===== config.mk =====
export PLATFORM = sky130hd
export DESIGN_NAME = io_pwr_seq
export DESIGN_NICKNAME = d
export VERILOG_FILES = /design/src/rtl/io_pwr_seq.sv
export SDC_FILE = /design/constraint.sdc
export NUM_CORES = 1
export LEC_CHECK = 0
export ABC_AREA = 1
export BUFFER_PORTS_ARGS = -buffer_cell sky130_fd_sc_hd__buf_4
export CORE_MARGIN = 3
export CORE_UTILIZATION = 25
export DETAILED_ROUTE_END_ITERATION = 16
export GPL_TIMING_DRIVEN = 1
export PLACE_DENSITY = 0.43
export SYNTH_ARGS = -nofsm -noshare
export SYNTH_HDL_FRONTEND = slang
export SYNTH_SLANG_ARGS = --single-unit

===== constraint.sdc =====
create_clock -name clk -period 1.88 [get_ports clk]
set_input_delay 0.282 -clock clk [delete_from_list [all_inputs] [get_ports clk]]
set_output_delay 0.282 -clock clk [all_outputs]
set_load 0.05 [all_outputs]

===== src/rtl/io_pwr_seq.sv =====
`timescale 1ns/1ps
// io_pwr_seq: IO-ring power sequencer.
// Qualifies the IO-supply power-good, releases core-to-IO isolation, then
// staggers pad-bank enables to limit simultaneous-switching current on the
// shared rails. A power-good loss drops everything at once and latches a fault.
module io_pwr_seq #(
  parameter int NUM_BANKS       = 4,
  parameter int DEBOUNCE_CYCLES = 16,
  parameter int STAGGER_CYCLES  = 8,
  parameter int CNT_W           = 8
) (
  input  logic                 clk,
  input  logic                 rst,
  input  logic                 pwr_ok_i,
  input  logic                 seq_start_i,
  input  logic                 fault_clr_i,
  output logic                 iso_n_o,
  output logic [NUM_BANKS-1:0] bank_en_o,
  output logic                 ready_o,
  output logic                 fault_o,
  output logic [2:0]           state_o
);

  localparam int IDX_W = (NUM_BANKS > 1) ? $clog2(NUM_BANKS) : 1;
  localparam logic [CNT_W-1:0] DEB_LIMIT = CNT_W'(DEBOUNCE_CYCLES);
  localparam logic [CNT_W-1:0] STG_LAST  = CNT_W'(STAGGER_CYCLES - 1);
  localparam logic [IDX_W-1:0] LAST_BANK = IDX_W'(NUM_BANKS - 1);

  typedef enum logic [2:0] {
    OFF      = 3'd0,
    DEBOUNCE = 3'd1,
    ISO_REL  = 3'd2,
    RAMP_UP  = 3'd3,
    ON       = 3'd4,
    RAMP_DN  = 3'd5,
    FAULT    = 3'd6
  } state_t;

  state_t               r_state;
  logic                 r_sync1;
  logic                 r_sync2;
  logic [CNT_W-1:0]     r_cnt;
  logic [IDX_W-1:0]     r_idx;
  logic                 r_iso;
  logic [NUM_BANKS-1:0] r_bankEn;
  logic                 r_ready;
  logic                 r_fault;

  logic                 w_pwrOk;
  logic                 w_released;
  logic [IDX_W-1:0]     w_idxNext;
  logic [IDX_W-1:0]     w_idxPrev;

  assign w_pwrOk    = r_sync2;
  assign w_idxNext  = r_idx + IDX_W'(1);
  assign w_idxPrev  = r_idx - IDX_W'(1);
  assign w_released = (r_state == ISO_REL) || (r_state == RAMP_UP) ||
                      (r_state == ON) || (r_state == RAMP_DN);

  assign iso_n_o   = r_iso;
  assign bank_en_o = r_bankEn;
  assign ready_o   = r_ready;
  assign fault_o   = r_fault;
  assign state_o   = r_state;

  // Two-flop synchronizer bringing the asynchronous power-good into clk domain.
  always_ff @(posedge clk) begin
    if (rst) begin
      r_sync1 <= 1'b0;
      r_sync2 <= 1'b0;
    end else begin
      r_sync1 <= pwr_ok_i;
      r_sync2 <= r_sync1;
    end
  end

  // Sequencer FSM; power loss while anything is released overrides every request.
  always_ff @(posedge clk) begin
    if (rst) begin
      r_state  <= OFF;
      r_cnt    <= '0;
      r_idx    <= '0;
      r_iso    <= 1'b0;
      r_bankEn <= '0;
      r_ready  <= 1'b0;
      r_fault  <= 1'b0;
    end else if (w_released && !w_pwrOk) begin
      r_state  <= FAULT;
      r_cnt    <= '0;
      r_idx    <= '0;
      r_iso    <= 1'b0;
      r_bankEn <= '0;
      r_ready  <= 1'b0;
      r_fault  <= 1'b1;
    end else begin
      case (r_state)
        OFF: begin
          r_iso    <= 1'b0;
          r_bankEn <= '0;
          r_ready  <= 1'b0;
          if (seq_start_i && !r_fault) begin
            r_state <= DEBOUNCE;
            r_cnt   <= '0;
          end
        end
        DEBOUNCE: begin
          if (!seq_start_i) begin
            r_state <= OFF;
            r_cnt   <= '0;
          end else if (!w_pwrOk) begin
            r_cnt <= '0;
          end else if (r_cnt == DEB_LIMIT) begin
            r_state <= ISO_REL;
            r_iso   <= 1'b1;
            r_cnt   <= '0;
          end else begin
            r_cnt <= r_cnt + CNT_W'(1);
          end
        end
        ISO_REL: begin
          r_state  <= RAMP_UP;
          r_bankEn <= NUM_BANKS'(1);
          r_idx    <= '0;
          r_cnt    <= '0;
        end
        RAMP_UP: begin
          if (!seq_start_i) begin
            r_state         <= RAMP_DN;
            r_ready         <= 1'b0;
            r_bankEn[r_idx] <= 1'b0;
            r_cnt           <= '0;
          end else if (r_cnt == STG_LAST) begin
            r_cnt <= '0;
            if (r_idx == LAST_BANK) begin
              r_state <= ON;
              r_ready <= 1'b1;
            end else begin
              r_idx               <= w_idxNext;
              r_bankEn[w_idxNext] <= 1'b1;
            end
          end else begin
            r_cnt <= r_cnt + CNT_W'(1);
          end
        end
        ON: begin
          if (!seq_start_i) begin
            r_state         <= RAMP_DN;
            r_ready         <= 1'b0;
            r_bankEn[r_idx] <= 1'b0;
            r_cnt           <= '0;
          end
        end
        RAMP_DN: begin
          if (r_bankEn == '0) begin
            r_state <= OFF;
            r_iso   <= 1'b0;
            r_cnt   <= '0;
          end else if (r_cnt == STG_LAST) begin
            r_bankEn[w_idxPrev] <= 1'b0;
            r_idx               <= w_idxPrev;
            r_cnt               <= '0;
          end else begin
            r_cnt <= r_cnt + CNT_W'(1);
          end
        end
        FAULT: begin
          r_iso    <= 1'b0;
          r_bankEn <= '0;
          r_ready  <= 1'b0;
          if (fault_clr_i) begin
            r_fault <= 1'b0;
            r_state <= OFF;
          end
        end
        default: begin
          r_state  <= OFF;
          r_iso    <= 1'b0;
          r_bankEn <= '0;
          r_ready  <= 1'b0;
        end
      endcase
    end
  end

endmodule


==> Yosys cells after proc, flatten, opt, wreduce, memory -nomap -nowiden <==
Cells that the tools add are included.
{ "totals": {"inputBits": 5, "register_bits": 22} }
{ "op_classes": {"n_reduce_logical": 27, "muxes": 53, "addsub": 3, "eq_ne": 34, "n_bitwise": 8, "order_cmp": 6} }
{ "ops": {"columns": ["cell", "n"], "rows": [
  ["8-bit two-way mux", 8],
  ["8-bit case mux with 6 select lines", 1],
  ["3-bit two-way mux", 11],
  ["4-bit two-way mux", 6],
  ["3-bit case mux with 7 select lines", 1],
  ["4-bit case mux with 5 select lines", 1],
  ["2-bit != test, second input constant", 9],
  ["8-bit AND reduction", 2],
  ["3-bit != test, second input constant", 5],
  ["1-bit two-way mux", 14],
  ["6-bit AND reduction", 2],
  ["2-bit two-way mux", 5],
  ["3-bit == test, second input constant", 3],
  ["2-bit by 3-bit less-than comparator with 1-bit output, second input constant", 3],
  ["3-bit by 2-bit != test with 1-bit output, second input constant", 3],
  ["8-bit by 1-bit adder with 8-bit output, second input constant", 1],
  ["4-bit AND", 2],
  ["8-bit by 3-bit == test with 1-bit output, second input constant", 1],
  ["8-bit by 5-bit == test with 1-bit output, second input constant", 1],
  ["4-bit by 2-bit != test with 1-bit output, second input constant", 2],
  ["4-bit != test, second input constant", 2],
  ["4-bit inverter", 2],
  ["1-bit demux with 2-bit select", 3],
  ["3-bit by 2-bit == test with 1-bit output, second input constant", 2],
  ["other kinds (25)", 41]
]} }

==> Depth between registers and ports, before layout <==
Gate-level depths: netlist (run 1).
{ "logic_depth": {"word_depth": 10, "mapped_depth": 12, "depth_no_buf": 11} }

==> Least setup slack after synthesis (run 1) <==
No wires, ideal clock.
{ "synth_path": {"kind": "register to register", "start": "reg r_state[1], in the netlist state_o[1]", "end": "reg r_cnt[5]", "stages_incl_launch_ff": 10, "setup_time_ps": 118, "path_slack_ps": 112, "arrival_ps": 1650, "synth_period_minus_slack_ps": 1768, "path_cell_list": "dfxtp_1 > buf_2 > nor2_1 > nand2_1 > inv_2 > nand2_1 > nand3_4 > nor2_2 > xor2_1 > nor2_1"} }
{ "synth_between": {"elab_chain_len": 6} }
{ "synth_lines": {"columns": ["item", "line", "rtl"], "rows": [
  ["start, declared", "39", "state_t r_state;"],
  ["start signal, assigned", "80", "r_state <= OFF;"],
  ["start signal, assigned", "88", "r_state <= FAULT;"],
  ["start signal, assigned", "102", "r_state <= DEBOUNCE;"],
  ["3-bit by 2-bit == test with 1-bit output", "57, 96", null],
  ["1-bit logical OR (2 in a row)", "57", "assign w_released = (r_state == ISO_REL) || (r_state == RAMP_UP) ||"],
  ["1-bit logical OR", "58", "(r_state == ON) || (r_state == RAMP_DN);"],
  ["1-bit logical AND", "87", "end else if (w_released && !w_pwrOk) begin"],
  ["2-bit OR reduction (no source line)", null, null],
  ["end signal, assigned", "117", "r_cnt <= r_cnt + CNT_W'(1);"],
  ["end signal, assigned", "142", "r_cnt <= r_cnt + CNT_W'(1);"],
  ["end signal, assigned", "163", "r_cnt <= r_cnt + CNT_W'(1);"],
  ["end, declared", "42", "logic [CNT_W-1:0] r_cnt;"]
]} }
Several ways; a longest one is shown, not always the timed one.
A chain may end at the register's enable or synchronous reset.

==> Worst setup path after layout (run 1) <==
{ "layout_path": {"start": "reg r_state[2], in the netlist state_o[2]", "end": "reg r_cnt[5]"} }
Same word-level chain as after synthesis.

==> impl_metrics.xml, run 1 <==
<?xml version="1.0" encoding="UTF-8"?>
<metrics>
  <group name="clock_network">
    <metric name="tritoncts" unit="">yes</metric>
    <metric name="ctsLongestPathBuffers" unit="">2</metric>
    <metric name="h-tree-depth" unit="">1</metric>
    <metric name="cts_made_buffers" unit="">3</metric>
    <metric name="cts.sinks" unit="">22</metric>
    <metric name="clk_root_buffer_cell" unit="">clkbuf_8</metric>
    <metric name="post_cts_hold_fix_bufs" unit="">0</metric>
    <metric name="worstSkewPairLatency" unit="ps">270</metric>
    <metric name="cts.repair_timing.setup_buffer_count" unit="">0</metric>
    <metric name="path_clk_slew" unit="ps">90</metric>
  </group>
  <group name="pwr">
    <metric name="power.internal" unit="mW">1.18</metric>
    <metric name="switchingPower" unit="mW">1.08</metric>
    <metric name="power.density" unit="mW/mm^2">1220</metric>
    <metric name="irDropWorstVdd" unit="V">0.000536</metric>
    <metric name="power.combinational.fraction" unit="">0.517</metric>
    <metric name="clockPowerShare" unit="">0.203</metric>
    <metric name="cellLeakagePower" unit="nW">0.834</metric>
    <metric name="finalPower" unit="mW">2.26</metric>
    <metric name="power.sequential.fraction" unit="">0.280</metric>
    <metric name="sw_frac_of_total" unit="">0.477</metric>
  </group>
  <group name="floorplan">
    <metric name="ioPinCount" unit="">15</metric>
    <metric name="design.core.area" unit="sq mm">0.00603</metric>
    <metric name="die_h" unit="microns">85.5</metric>
    <metric name="initial_utilization" unit="">0.262</metric>
    <metric name="row_count" unit="">28</metric>
    <metric name="die_area" unit="sq mm">0.00732</metric>
    <metric name="die_width" unit="microns">85.5</metric>
  </group>
  <group name="global_route">
    <metric name="grt_first_pass_wirelength" unit="mm">7.56</metric>
    <metric name="global_route.overflow_total" unit="">0</metric>
    <metric name="grt_start_max_net_pins" unit="">14</metric>
    <metric name="antenna_found_initial" unit="">0</metric>
    <metric name="grt_usage" unit="">0.127</metric>
    <metric name="first_global_vias" unit="">1587</metric>
  </group>
  <group name="route">
    <metric name="wl" unit="mm">4.31</metric>
    <metric name="drt_iter0_drc" unit="">48</metric>
    <metric name="antenna_left" unit="">0</metric>
    <metric name="route.detailed.wl_per_inst" unit="microns">12.2</metric>
    <metric name="drc" unit="">0</metric>
    <metric name="routed-via-count" unit="">1611</metric>
    <metric name="drt_pass1_iterations" unit="">4</metric>
    <metric name="post_drt_via_cell_ratio" unit="">4.56</metric>
  </group>
  <group name="worst_setup_path">
    <metric name="worstPathMaxFanout" unit="">9</metric>
    <metric name="worst_setup_path_startpoint" unit="">state_o[2]$_SDFFE_PP0P_</metric>
    <metric name="crit_type" unit="">reg -&gt; reg</metric>
    <metric name="critical_path.startpoint_type" unit="">register</metric>
    <metric name="cp.required" unit="ps">2090</metric>
    <metric name="worst-endpoint-arrival" unit="ps">1870</metric>
    <metric name="regToRegStartpoint" unit="">state_o[2]$_SDFFE_PP0P_</metric>
    <metric name="endpoint_kind" unit="">register</metric>
  </group>
  <group name="timing">
    <metric name="hold_viol" unit="">0</metric>
    <metric name="fin_skew" unit="ps">6.81</metric>
    <metric name="max-slew-margin-rel" unit="">0.744</metric>
    <metric name="setup_violations" unit="">0</metric>
    <metric name="maxSlewViolCount" unit="">0</metric>
    <metric name="fmaxAchievable" unit="GHz">0.601</metric>
    <metric name="minimum_clock_period" unit="ps">1660</metric>
    <metric name="timing_worst_slew_pin_value" unit="ps">381</metric>
    <metric name="min_period_over_period" unit="">0.885</metric>
    <metric name="rsz0062_at_grt" unit="">false</metric>
    <metric name="fin_setup_tns" unit="ps">0</metric>
  </group>
  <group name="logic_synthesis">
    <metric name="cell_area_synth" unit="sq mm">0.00158</metric>
    <metric name="synth-seq-area-share" unit="">0.278</metric>
    <metric name="ys_warn_count" unit="">0</metric>
    <metric name="post_synth_inst_count" unit="">261</metric>
    <metric name="average_instance_area_after_synthesis" unit="sq um">6.06</metric>
    <metric name="syn-num-nets" unit="">272</metric>
    <metric name="yosys_register_bits" unit="">22</metric>
    <metric name="yosysUniqueCellTypes" unit="">25</metric>
  </group>
  <group name="run">
    <metric name="cap_viol_max_count" unit="">0</metric>
  </group>
  <group name="worst_hold_path">
    <metric name="hold_path.startpoint" unit="">rst</metric>
    <metric name="hp-class" unit="">in -&gt; reg</metric>
  </group>
  <group name="status">
    <metric name="run_status" unit="">completed</metric>
  </group>
  <group name="finish">
    <metric name="area.growth.synth_to_final" unit="%">16.9</metric>
    <metric name="num-fill-cells" unit="">711</metric>
    <metric name="antenna_diodes" unit="">0</metric>
    <metric name="post_route_cells_drive_above_1_share" unit="">0.158</metric>
    <metric name="final_net_count" unit="">290</metric>
  </group>
  <group name="place">
    <metric name="finalWeightedCongestion" unit="">0.820</metric>
    <metric name="io_buffer_count" unit="">14</metric>
    <metric name="dp_hpwl" unit="mm">3.44</metric>
  </group>
</metrics>
==> layout by cell type, fill, tap and decap left out <==
cell	synthesis	final
a21oi_1	17	17
buf_4	0	16
bufinv_16	0	1
clkbuf_8	0	3
clkinv_1	1	1
dfxtp_1	22	20
dfxtp_2	0	2
ha_1	6	6
inv_1	28	28
inv_2	5	5
inv_4	1	1
nand2_1	68	68
nand2_2	4	4
nand2_4	1	1
nand3_1	32	32
nand3_2	2	2
nand3_4	1	1
nand4_1	4	4
nor2_1	41	41
nor2_2	3	3
nor2_4	2	2
nor3_1	4	4
o21ai_0	10	10
o21ai_1	1	1
o21ai_2	3	3
or2_0	1	1
xor2_1	1	1
==> cells by family (layout without fill, tap and decap cells) <==
| family | after synthesis | in the layout | share of synthesized area |
|---|---|---|---|
| AND/OR/NAND/NOR | 163 | 163 | 0.465 |
| buffers and inverters | 38 | 55 | 0.0981 |
| AO/OA/AOI/OAI | 31 | 31 | 0.105 |
| flip-flops | 22 | 22 | 0.278 |
| adder cells (fa/ha/maj) | 6 | 6 | 0.0475 |
| XOR/XNOR | 1 | 1 | 0.00554 |
==> metal layers <==
| metal | track usage | share of wire | vias to the layer above | wire length (microns) |
|---|---|---|---|---|
| li1 | - | - | 863 | - |
| met1 | 0.175 | 0.50 | 722 | 2170 |
| met2 | 0.208 | 0.46 | 22 | 1960 |
| met3 | 0.0192 | 0.030 | 4 | 129 |
| met4 | 0.0302 | 0.010 | 0 | 44 |
| met5 | 0 | 0 | - | 0 |
==> worst paths after layout <==
kind / to / slack [ps] / cells past startpoint
hold / removal: r_sync1$_SDFF_PP0_ / 180 / 2
setup / recovery: r_cnt[5]$_SDFFE_PP0P_ / 220 / 9
setup reg to reg: r_cnt[5]$_SDFFE_PP0P_ / 220 / 9
hold reg to reg: r_sync2$_SDFF_PP0_ / 420 / 2
==> per-stage QoR <==
step	util	setup slack (ps)	hold slack (ps)	cells	instance area, sq um
floorplan	-	112	351	261	1580
global route	0.307	17.6	199	353	1850
CTS	0.306	111	180	353	1850
global placement	0.294	139	394	349	1770
detailed placement	0.294	134	401	349	1770
finish	0.307	216	181	353	1850
==> critical path, stage by stage (launching register included) <==
cell and delay, ps:
dfxtp_1 420, inv_4 130, nand3_2 120, nor2_2 270, inv_2 90, nand2_1 80
inv_2 40, o21ai_2 220, o21ai_2 120, nor2_1 100
==> cells in the mapped netlist, drive strengths merged <==
cell / count / area share
a21oi: 17 / 0.054
buf: 3 / 0.013
clkinv: 1 / 0.0024
dfxtp: 22 / 0.28
ha: 6 / 0.047
inv: 34 / 0.082
nand2: 73 / 0.18
nand3: 35 / 0.13
nand4: 4 / 0.016
nor2: 46 / 0.12
nor3: 4 / 0.013
o21ai: 14 / 0.051
or2: 1 / 0.0040
xor2: 1 / 0.0055
==> state kept, by name, summed over array words and instances, names as in the netlist <==
signal / flops
bank_en_o: 4
fault_o: 1
iso_n_o: 1
r_cnt: 8
r_idx: 2
r_sync1: 1
r_sync2: 1
ready_o: 1
state_o: 3
==> power groups by stage <==
stage | clock [mW] | sequential (mW) | combinational, mW
4_1_cts | 0.478 | 0.629 | 1.18
2_1_floorplan | 0 | 0.734 | 0.791
3_3_place_gp | 0 | 0.641 | 1.18
5_1_grt | 0.491 | 0.652 | 1.32
6_report | 0.458 | 0.633 | 1.17
3_5_place_dp | 0 | 0.639 | 1.17
==> final cells by class <==
type | instances | area, sq um | area share
clock inverters | 1 | 30.0 | 0.0162
multi-input cells | 201 | 986 | 0.534
flip-flops and latches | 22 | 443 | 0.240
repair buffers | 16 | 120 | 0.0650
inverters | 35 | 134 | 0.0724
well taps | 75 | 93.8 | 0.0508
clock buffers | 3 | 41.3 | 0.0223
==> timing repair <==
action	CTS	global route
endpoints found under the setup margin	0	11
endpoints found under the hold margin	0	0
resized for setup	0	2
(Power assumes the default switching activity.)
==> run 2, diff against run 1 <==
--- a/config.mk
+++ b/config.mk
@@ -6,7 +6,7 @@
 export NUM_CORES = 1
 export LEC_CHECK = 0
 export ABC_AREA = 1
-export BUFFER_PORTS_ARGS = -buffer_cell sky130_fd_sc_hd__buf_4
+export BUFFER_PORTS_ARGS = -buffer_cell sky130_fd_sc_hd__clkbuf_2
 export CORE_MARGIN = 3
 export CORE_UTILIZATION = 25
 export DETAILED_ROUTE_END_ITERATION = 16
==> impl_metrics.xml, run 2 (synthesized netlist as in run 1, its figures left out) <==
<?xml version="1.0" encoding="UTF-8"?>
<metrics>
  <group name="worst_setup_path">
    <metric name="worst-endpoint-arrival" unit="ps">1870</metric>
    <metric name="cp.required" unit="ps">2090</metric>
    <metric name="endpoint_kind" unit="">register</metric>
    <metric name="critical_path.startpoint_type" unit="">register</metric>
    <metric name="crit_type" unit="">reg -&gt; reg</metric>
    <metric name="reg2regPathDepth" unit="">8</metric>
    <metric name="worstPathMaxFanout" unit="">9</metric>
  </group>
  <group name="route">
    <metric name="post_drt_via_cell_ratio" unit="">4.61</metric>
    <metric name="drc" unit="">0</metric>
    <metric name="drt_pass1_iterations" unit="">6</metric>
    <metric name="routed-via-count" unit="">1627</metric>
    <metric name="drt_iter0_drc" unit="">67</metric>
    <metric name="wl" unit="mm">4.25</metric>
    <metric name="route.detailed.wl_per_inst" unit="microns">12.0</metric>
    <metric name="antenna_left" unit="">0</metric>
  </group>
  <group name="status">
    <metric name="run_status" unit="">completed</metric>
  </group>
  <group name="global_route">
    <metric name="grt_first_pass_wirelength" unit="mm">7.31</metric>
    <metric name="antenna_found_initial" unit="">0</metric>
    <metric name="first_global_vias" unit="">1573</metric>
    <metric name="grt_start_max_net_pins" unit="">13</metric>
    <metric name="global_route.overflow_total" unit="">0</metric>
    <metric name="grt_usage" unit="">0.125</metric>
  </group>
  <group name="finish">
    <metric name="largest_register_ffs" unit="">8</metric>
    <metric name="layout.cells.most_common" unit="">nand2_1</metric>
    <metric name="final_net_count" unit="">290</metric>
    <metric name="register_ranked_first_by_flip_flop_count" unit="">r_cnt</metric>
    <metric name="post_route_cells_drive_above_1_share" unit="">0.155</metric>
    <metric name="area.growth.synth_to_final" unit="%">13.5</metric>
    <metric name="antenna_diodes" unit="">0</metric>
    <metric name="layout.cells.non_filler" unit="">353</metric>
    <metric name="final_cell_mix" unit="">nand2_1, nor2_1, nand3_1, inv_1, dfxtp_1</metric>
  </group>
  <group name="clock_network">
    <metric name="worstSkewPairLatency" unit="ps">270</metric>
    <metric name="post_cts_hold_fix_bufs" unit="">0</metric>
    <metric name="cts.sinks" unit="">22</metric>
    <metric name="tritoncts" unit="">yes</metric>
    <metric name="clk_root_buffer_cell" unit="">clkbuf_8</metric>
    <metric name="cts_made_buffers" unit="">3</metric>
    <metric name="ctsLongestPathBuffers" unit="">2</metric>
    <metric name="path_clk_slew" unit="ps">90</metric>
    <metric name="h-tree-depth" unit="">1</metric>
  </group>
  <group name="pwr">
    <metric name="power.density" unit="mW/mm^2">1170</metric>
    <metric name="cellLeakagePower" unit="nW">0.817</metric>
    <metric name="irDropWorstVdd" unit="V">0.000352</metric>
  </group>
  <group name="timing">
    <metric name="fmaxAchievable" unit="GHz">0.599</metric>
    <metric name="fin_setup_tns" unit="ps">0</metric>
    <metric name="hold_viol" unit="">0</metric>
    <metric name="minimum_clock_period" unit="ps">1670</metric>
    <metric name="setup_violations" unit="">0</metric>
    <metric name="post_route_worst_hold_slack" unit="ps">193</metric>
    <metric name="fin_skew" unit="ps">5.51</metric>
    <metric name="max-slew-margin-rel" unit="">0.771</metric>
    <metric name="rsz0062_at_grt" unit="">false</metric>
    <metric name="min_period_over_period" unit="">0.887</metric>
    <metric name="timing_worst_slew_pin_value" unit="ps">342</metric>
    <metric name="maxSlewViolCount" unit="">0</metric>
  </group>
  <group name="worst_hold_path">
    <metric name="hp-class" unit="">in -&gt; reg</metric>
    <metric name="hold_path_depth" unit="">3</metric>
  </group>
  <group name="place">
    <metric name="finalWeightedCongestion" unit="">0.874</metric>
    <metric name="placed_cells_incl_taps" unit="">349</metric>
    <metric name="io_buffer_count" unit="">14</metric>
    <metric name="dp_hpwl" unit="mm">3.44</metric>
  </group>
  <group name="floorplan">
    <metric name="die_area" unit="sq mm">0.00732</metric>
    <metric name="die_width" unit="microns">85.5</metric>
    <metric name="design.core.area" unit="sq mm">0.00603</metric>
    <metric name="initial_utilization" unit="">0.262</metric>
    <metric name="die_h" unit="microns">85.5</metric>
    <metric name="ioPinCount" unit="">15</metric>
    <metric name="row_count" unit="">28</metric>
  </group>
  <group name="run">
    <metric name="cap_viol_max_count" unit="">0</metric>
  </group>
</metrics>
run 2: critical path, stage by stage (launching register included):
cell	delay [ps]
dfxtp_1	510
nand3_2	190
nor2_2	260
inv_2	80
nand2_1	80
inv_2	40
o21ai_2	210
o21ai_2	130
nor2_1	100
run 2: metal layers:
metal,track usage,part of all wire
met5,0,0
met4,0.0432,0.016
met3,0.0250,0.047
met2,0.208,0.46
met1,0.161,0.48
run 2: area by class of cell:
class	count	area (sq um)
inverter	35	134
multi-input combinational	201	986
timing repair buffer	16	85.1
tap	75	93.8
fill	720	4230
clock buffer	4	55.1
sequential	22	442
run 2: worst paths after layout:
path	to	slack [ps]	start
worst max register to register	r_cnt[3]$_SDFFE_PP0P_	210	state_o[1]$_SDFFE_PP0P_
worst max-delay path	r_cnt[3]$_SDFFE_PP0P_	210	state_o[1]$_SDFFE_PP0P_
worst min-delay path	r_sync1$_SDFF_PP0_	190	pwr_ok_i
worst min register to register	r_sync2$_SDFF_PP0_	410	r_sync1$_SDFF_PP0_
run 2: stage by stage:
step | power (mW) | setup slack (ps) | util | cell area (sq um)
after global routing | 2.32 | 39.7 | 0.298 | 1800
final | 2.11 | 212 | 0.298 | 1800
after floorplan | 1.53 | 112 | - | 1580
after CTS | 2.15 | 66.3 | 0.298 | 1790
after detailed placement | 1.79 | 107 | 0.289 | 1740
after global placement | 1.80 | 86.3 | 0.289 | 1740
run 2: power breakdown:
part           switching (mW)  internal [mW]  leakage, nW
sequential             0.0952          0.532        0.179
clock                   0.162          0.187       0.0288
combinational           0.798          0.331        0.609
run 2: repair_timing:
action                     in CTS  in global routing
buffers inserted                0                  0
setup endpoints to repair       0                 11
resized for setup               0                  1
